[config.mk]
export PLATFORM = sky130hd
export DESIGN_NAME = isp_report_scheduler
export DESIGN_NICKNAME = d
export VERILOG_FILES = /design/src/rtl/isp_report_scheduler.sv
export SDC_FILE = /design/constraint.sdc
export NUM_CORES = 1
export LEC_CHECK = 0
export CAP_MARGIN = 20
export CORE_MARGIN = 3
export CORE_UTILIZATION = 55
export DETAILED_ROUTE_END_ITERATION = 7
export HOLD_SLACK_MARGIN = 0.06
export PLACE_DENSITY_LB_ADDON = 0.2
export RECOVER_POWER = 50
export SLEW_MARGIN = 20
export SYNTH_ARGS = -nofsm -noshare
export SYNTH_HDL_FRONTEND = slang
export SYNTH_SLANG_ARGS = --single-unit
export TNS_END_PERCENT = 20
[constraint.sdc]
create_clock -name clk -period 3.85 [get_ports clk]
set_input_delay 0.5775 -clock clk [delete_from_list [all_inputs] [get_ports clk]]
set_output_delay 0.5775 -clock clk [all_outputs]
set_load 0.01 [all_outputs]
[src/rtl/isp_report_scheduler.sv]
// rtl/isp_report_scheduler.sv - frame-synchronous recognition report packetizer feeding the UART byte transmitter
// Optional feature macro: ISP_REPORT_CHECKSUM_EN (appends a mod-256 checksum byte over bytes 2..9)
module isp_report_scheduler #(
  parameter int unsigned REPORT_DIV = 1,
  parameter logic [7:0]  HDR0       = 8'h55,
  parameter logic [7:0]  HDR1       = 8'hAA
) (
  input  logic        clk,
  input  logic        rst,
  input  logic        i_vsync,
  input  logic        report_en,
  input  logic        res_valid,
  input  logic [3:0]  res_class,
  input  logic [23:0] res_area,
  input  logic [11:0] res_cx,
  input  logic [11:0] res_cy,
  output logic [7:0]  tx_data,
  output logic        tx_valid,
  input  logic        tx_ready,
  output logic        busy,
  output logic        pkt_done,
  output logic [7:0]  drop_cnt
);

`ifdef ISP_REPORT_CHECKSUM_EN
  localparam logic [3:0] LAST_IDX = 4'd10;
`else
  localparam logic [3:0] LAST_IDX = 4'd9;
`endif

  localparam logic [7:0] DIV_LAST = 8'(REPORT_DIV - 1);

  typedef enum logic [1:0] {
    ST_IDLE = 2'd0,
    ST_SEND = 2'd1,
    ST_DONE = 2'd2
  } state_t;

  state_t      state_q, state_d;
  logic [3:0]  idx_q, idx_d;
  logic        vs_q;
  logic [7:0]  frame_cnt_q, frame_cnt_d;
  logic        req_q, req_d;
  logic [7:0]  drop_q, drop_d;
  logic [7:0]  class_q;
  logic [23:0] area_q;
  logic [11:0] cx_q;
  logic [11:0] cy_q;
  logic        load;
  logic        frame_edge;

  // Rising edge of vsync marks the start of a new frame.
  assign frame_edge = i_vsync & ~vs_q;

  // Frame divider and request qualification; the divider keeps counting even while a packet is in flight.
  always_comb begin
    frame_cnt_d = frame_cnt_q;
    req_d       = 1'b0;
    if (frame_edge) begin
      req_d       = (frame_cnt_q == 8'd0) & report_en;
      frame_cnt_d = (frame_cnt_q == DIV_LAST) ? 8'd0 : frame_cnt_q + 8'd1;
    end
  end

  // Edge detector, divider and one-cycle registered request.
  always_ff @(posedge clk or posedge rst) begin
    if (rst) begin
      vs_q        <= 1'b0;
      frame_cnt_q <= 8'd0;
      req_q       <= 1'b0;
    end else begin
      vs_q        <= i_vsync;
      frame_cnt_q <= frame_cnt_d;
      req_q       <= req_d;
    end
  end

  // Packet sequencer: next state, byte index, handshake and done pulse.
  always_comb begin
    state_d  = state_q;
    idx_d    = idx_q;
    load     = 1'b0;
    tx_valid = 1'b0;
    pkt_done = 1'b0;
    case (state_q)
      ST_IDLE: begin
        if (req_q) begin
          state_d = ST_SEND;
          idx_d   = 4'd0;
          load    = 1'b1;
        end
      end
      ST_SEND: begin
        tx_valid = 1'b1;
        if (tx_ready) begin
          if (idx_q == LAST_IDX) begin
            state_d = ST_DONE;
          end else begin
            idx_d = idx_q + 4'd1;
          end
        end
      end
      ST_DONE: begin
        pkt_done = 1'b1;
        state_d  = ST_IDLE;
      end
      default: state_d = ST_IDLE;
    endcase
  end

  // A request that finds the sequencer outside IDLE (SEND or DONE) is lost and counted, saturating at 255.
  always_comb begin
    drop_d = drop_q;
    if (req_q && (state_q != ST_IDLE) && (drop_q != 8'hFF)) begin
      drop_d = drop_q + 8'd1;
    end
  end

  // Sequencer state, index and drop counter registers.
  always_ff @(posedge clk or posedge rst) begin
    if (rst) begin
      state_q <= ST_IDLE;
      idx_q   <= 4'd0;
      drop_q  <= 8'd0;
    end else begin
      state_q <= state_d;
      idx_q   <= idx_d;
      drop_q  <= drop_d;
    end
  end

  // Snapshot of the finished frame's result, taken only when a packet starts; invalid results read as class FF, zeros elsewhere.
  always_ff @(posedge clk or posedge rst) begin
    if (rst) begin
      class_q <= 8'd0;
      area_q  <= 24'd0;
      cx_q    <= 12'd0;
      cy_q    <= 12'd0;
    end else if (load) begin
      if (res_valid) begin
        class_q <= {4'h0, res_class};
        area_q  <= res_area;
        cx_q    <= res_cx;
        cy_q    <= res_cy;
      end else begin
        class_q <= 8'hFF;
        area_q  <= 24'd0;
        cx_q    <= 12'd0;
        cy_q    <= 12'd0;
      end
    end
  end

`ifdef ISP_REPORT_CHECKSUM_EN
  logic [7:0] csum;
  assign csum = class_q + area_q[23:16] + area_q[15:8] + area_q[7:0]
              + {4'h0, cx_q[11:8]} + cx_q[7:0] + {4'h0, cy_q[11:8]} + cy_q[7:0];
`endif

  // Byte selection by index; the bus reads zero whenever no byte is offered.
  always_comb begin
    tx_data = 8'd0;
    if (state_q == ST_SEND) begin
      case (idx_q)
        4'd0:    tx_data = HDR0;
        4'd1:    tx_data = HDR1;
        4'd2:    tx_data = class_q;
        4'd3:    tx_data = area_q[23:16];
        4'd4:    tx_data = area_q[15:8];
        4'd5:    tx_data = area_q[7:0];
        4'd6:    tx_data = {4'h0, cx_q[11:8]};
        4'd7:    tx_data = cx_q[7:0];
        4'd8:    tx_data = {4'h0, cy_q[11:8]};
        4'd9:    tx_data = cy_q[7:0];
`ifdef ISP_REPORT_CHECKSUM_EN
        4'd10:   tx_data = csum;
`endif
        default: tx_data = 8'd0;
      endcase
    end
  end

  assign busy     = (state_q == ST_SEND);
  assign drop_cnt = drop_q;

endmodule

==> flow_summary.ini <==
[outcome]
status = finished clean

[critical_path]
end_kind = output pin
crit_fanout = 21
crit_arrival_ps = 2960
rr_worst_depth = 6
worstReg2RegStart = idx_q[1]
reg2reg_setup_slack_ps = 1740
r2r-end = idx_q[1]
crit_chain = inv_1, ha_1, nor2_1, o22ai_1, nand2_1, a211oi_1, clkdlybuf4s50_1
max_stage_delay_ps = 620
crit_type = reg2out
setup.worst_path.start = idx_q[1]
crit_path_top_delay_cell = ha_1
required_ps = 3270
worstSetupStartpointType = register

[sta]
rsz0062_at_grt = false
period_needed_ps = 3540
fmax_mhz = 283
hold_viol = 0
holdWs_ps = 476
slew_headroom = 0.0217
tightest_slew_ps = 1470
fin_ws_ps = 314
period_share = 0.918
setup_violations = 0
setup_tns_ps = 0
maxSlewViolCount = 0
clock-skew-final_ps = 7.37

[worst_hold_path]
hold_path_class = reg2reg
holdCritStartpoint = area_q[18]
hold_depth = 2
min_to = area_q[18]

[synthesis]
syn_avg_cell_area_um2 = 8.97
synth_seq_area_share = 0.509
synth_seq_cells = 77
synth_edf_count = 0
async_reset_ff_frac = 1.00
synth.top_cells.by_count = 114 x nand2_1, 77 x dfrtp_1, 53 x nand3_1
synthFlopType = dfrtp_1
syn-cell-area_um2 = 3780
yosysTopAreaCell = dfrtp_1
synth_nets = 488
synth_top_area_share = 0.509
yosysMostFrequentCell = nand2_1
ys_types = 48
synth.area.top_cells = dfrtp_1 51%, nand2_1 11%, nand3_1 7.0%
ys_warn_count = 0
syn-instance-count = 422

[global_routing]
grt_max_degree = 63
track_usage = 0.243
grt_overflow = 0
grt_pass1_wl_mm = 14.7
antenna_found_initial = 0
grt_pass1_vias = 3066

[cells_and_area]
n_antenna_cell = 0
area_growth_pct = 24.1
drive_gt1_frac = 0.0536
finalNonFillerCells = 562
fillers = 526
nets = 546
final-seq-area_um2 = 1930
multi_input_comb_area_um2 = 1670

[clocking]
clock_sinks = 77
ctsHoldBuffers = 0
cts_root_buf = clkbuf_8
numCtsBuffers = 9
clock_latency_ps = 360
clkTransAtPathRegs_ps = 80
htree_levels = 3
cts_buffer_depth = 2
post-cts-setup-buffers = 0
cts_resized = 0
tritoncts = yes

[power]
power_density_nw_per_um2 = 679
leakage_nw = 2.14
p_total_mw = 3.19
max-vdd-ir-drop_mv = 0.538

[die]
die_area_um2 = 7910
die_h_um = 88.9
core.rowCount = 29
io_pins = 77
coreArea_um2 = 6490
start_util = 0.583
die_width_um = 88.9

[route]
ant_nets = 0
via_count = 3194
drcViolationCount = 0
first_iter_violations = 256
avgRoutedWirePerCell_um = 15.5
dr.pass1.iters = 4
wl_mm = 8.70
vias_per_cell = 5.68

[placed_design]
port_buffers = 76
finalWeightedCongestion = 0.932
dp_slack_ps = 746
dp.cells = 546
hpwl_mm = 6.26

[flow_run]
max_cap_violations = 0
[layout make-up]
type,instances,area share
clock buffer,9,0.0264
timing repair buffer,79,0.165
clock inverter,7,0.0125
inverter,12,0.00959
multi-input combinational,301,0.355
tap,77,0.0205
sequential,77,0.410
[sequential cells by signal, summed over array words and instances, names as in the netlist]
name / cells
drop_cnt: 8
class_q: 5
vs_q: 1
idx_q: 4
state_q: 2
cx_q: 12
area_q: 24
frame_cnt_q: 8
cy_q: 12
req_q: 1
[placed cells by master, fill, tap and decap left out, types with 3 or more instances in the layout]
cell type / netlist / final
o21ai_0: 5 / 6
xor2_1: 5 / 5
or3_1: 3 / 3
dfrtp_1: 77 / 77
inv_1: 12 / 12
clkdlybuf4s50_1: 0 / 73
o22ai_1: 4 / 4
a31oi_1: 6 / 6
clkbuf_8: 0 / 9
a211oi_1: 6 / 6
xnor2_1: 7 / 7
nor2_1: 16 / 16
nor2b_1: 8 / 8
a21oi_1: 18 / 18
ha_1: 8 / 8
nand2_1: 114 / 114
nand3_1: 53 / 53
a22oi_1: 4 / 4
nor3_1: 4 / 4
a222oi_1: 4 / 4
nand3b_1: 3 / 3
[routing by layer]
layer	GRT usage	part of all wire
met5	0	0
met4	0.0866	0.020
met3	0.0664	0.072
met2	0.372	0.46
met1	0.337	0.45
[where the power goes]
part,switching [mW],total (mW),internal (mW)
sequential,0.296,1.43,1.13
combinational,0.626,1.20,0.571
clock,0.320,0.564,0.244
[critical path, delay by kind of cell (launching register included)]
family,cells,cell delay [ps]
flops,1,430
compound gates,2,510
fa+ha+maj,1,620
simple gates,2,290
buf+inv,2,740
[per-stage QoR]
| stage | utilization | area (um2) |
|---|---|---|
| after global placement | 0.697 | 4530 |
| after CTS | 0.725 | 4710 |
| final | 0.723 | 4700 |
| after floorplan | - | 3780 |
| after detailed placement | 0.697 | 4530 |
| after global routing | 0.723 | 4700 |
[how the worst max path moves through the flow]
stage,cells after the start,end
final,7,tx_data[7]
after global routing,7,tx_data[5]
after CTS,7,tx_data[5]
after detailed placement,7,tx_data[5]
after global placement,7,tx_data[5]
after floorplan,1,area_q[0]
[cells by family (layout without fill, tap and decap cells)]
family,after synthesis,in the layout,share of synthesized area
AOI/OAI and AO/OA,64,64,0.120
xor gates and xnor gates,12,12,0.0278
adders and majority gates,8,8,0.0265
buffers and inverters,44,107,0.0496
DFF,77,77,0.509
muxes,3,3,0.00827
and+or+nand+nor,214,214,0.259
Note: power is estimated with default switching activity, not from simulation.
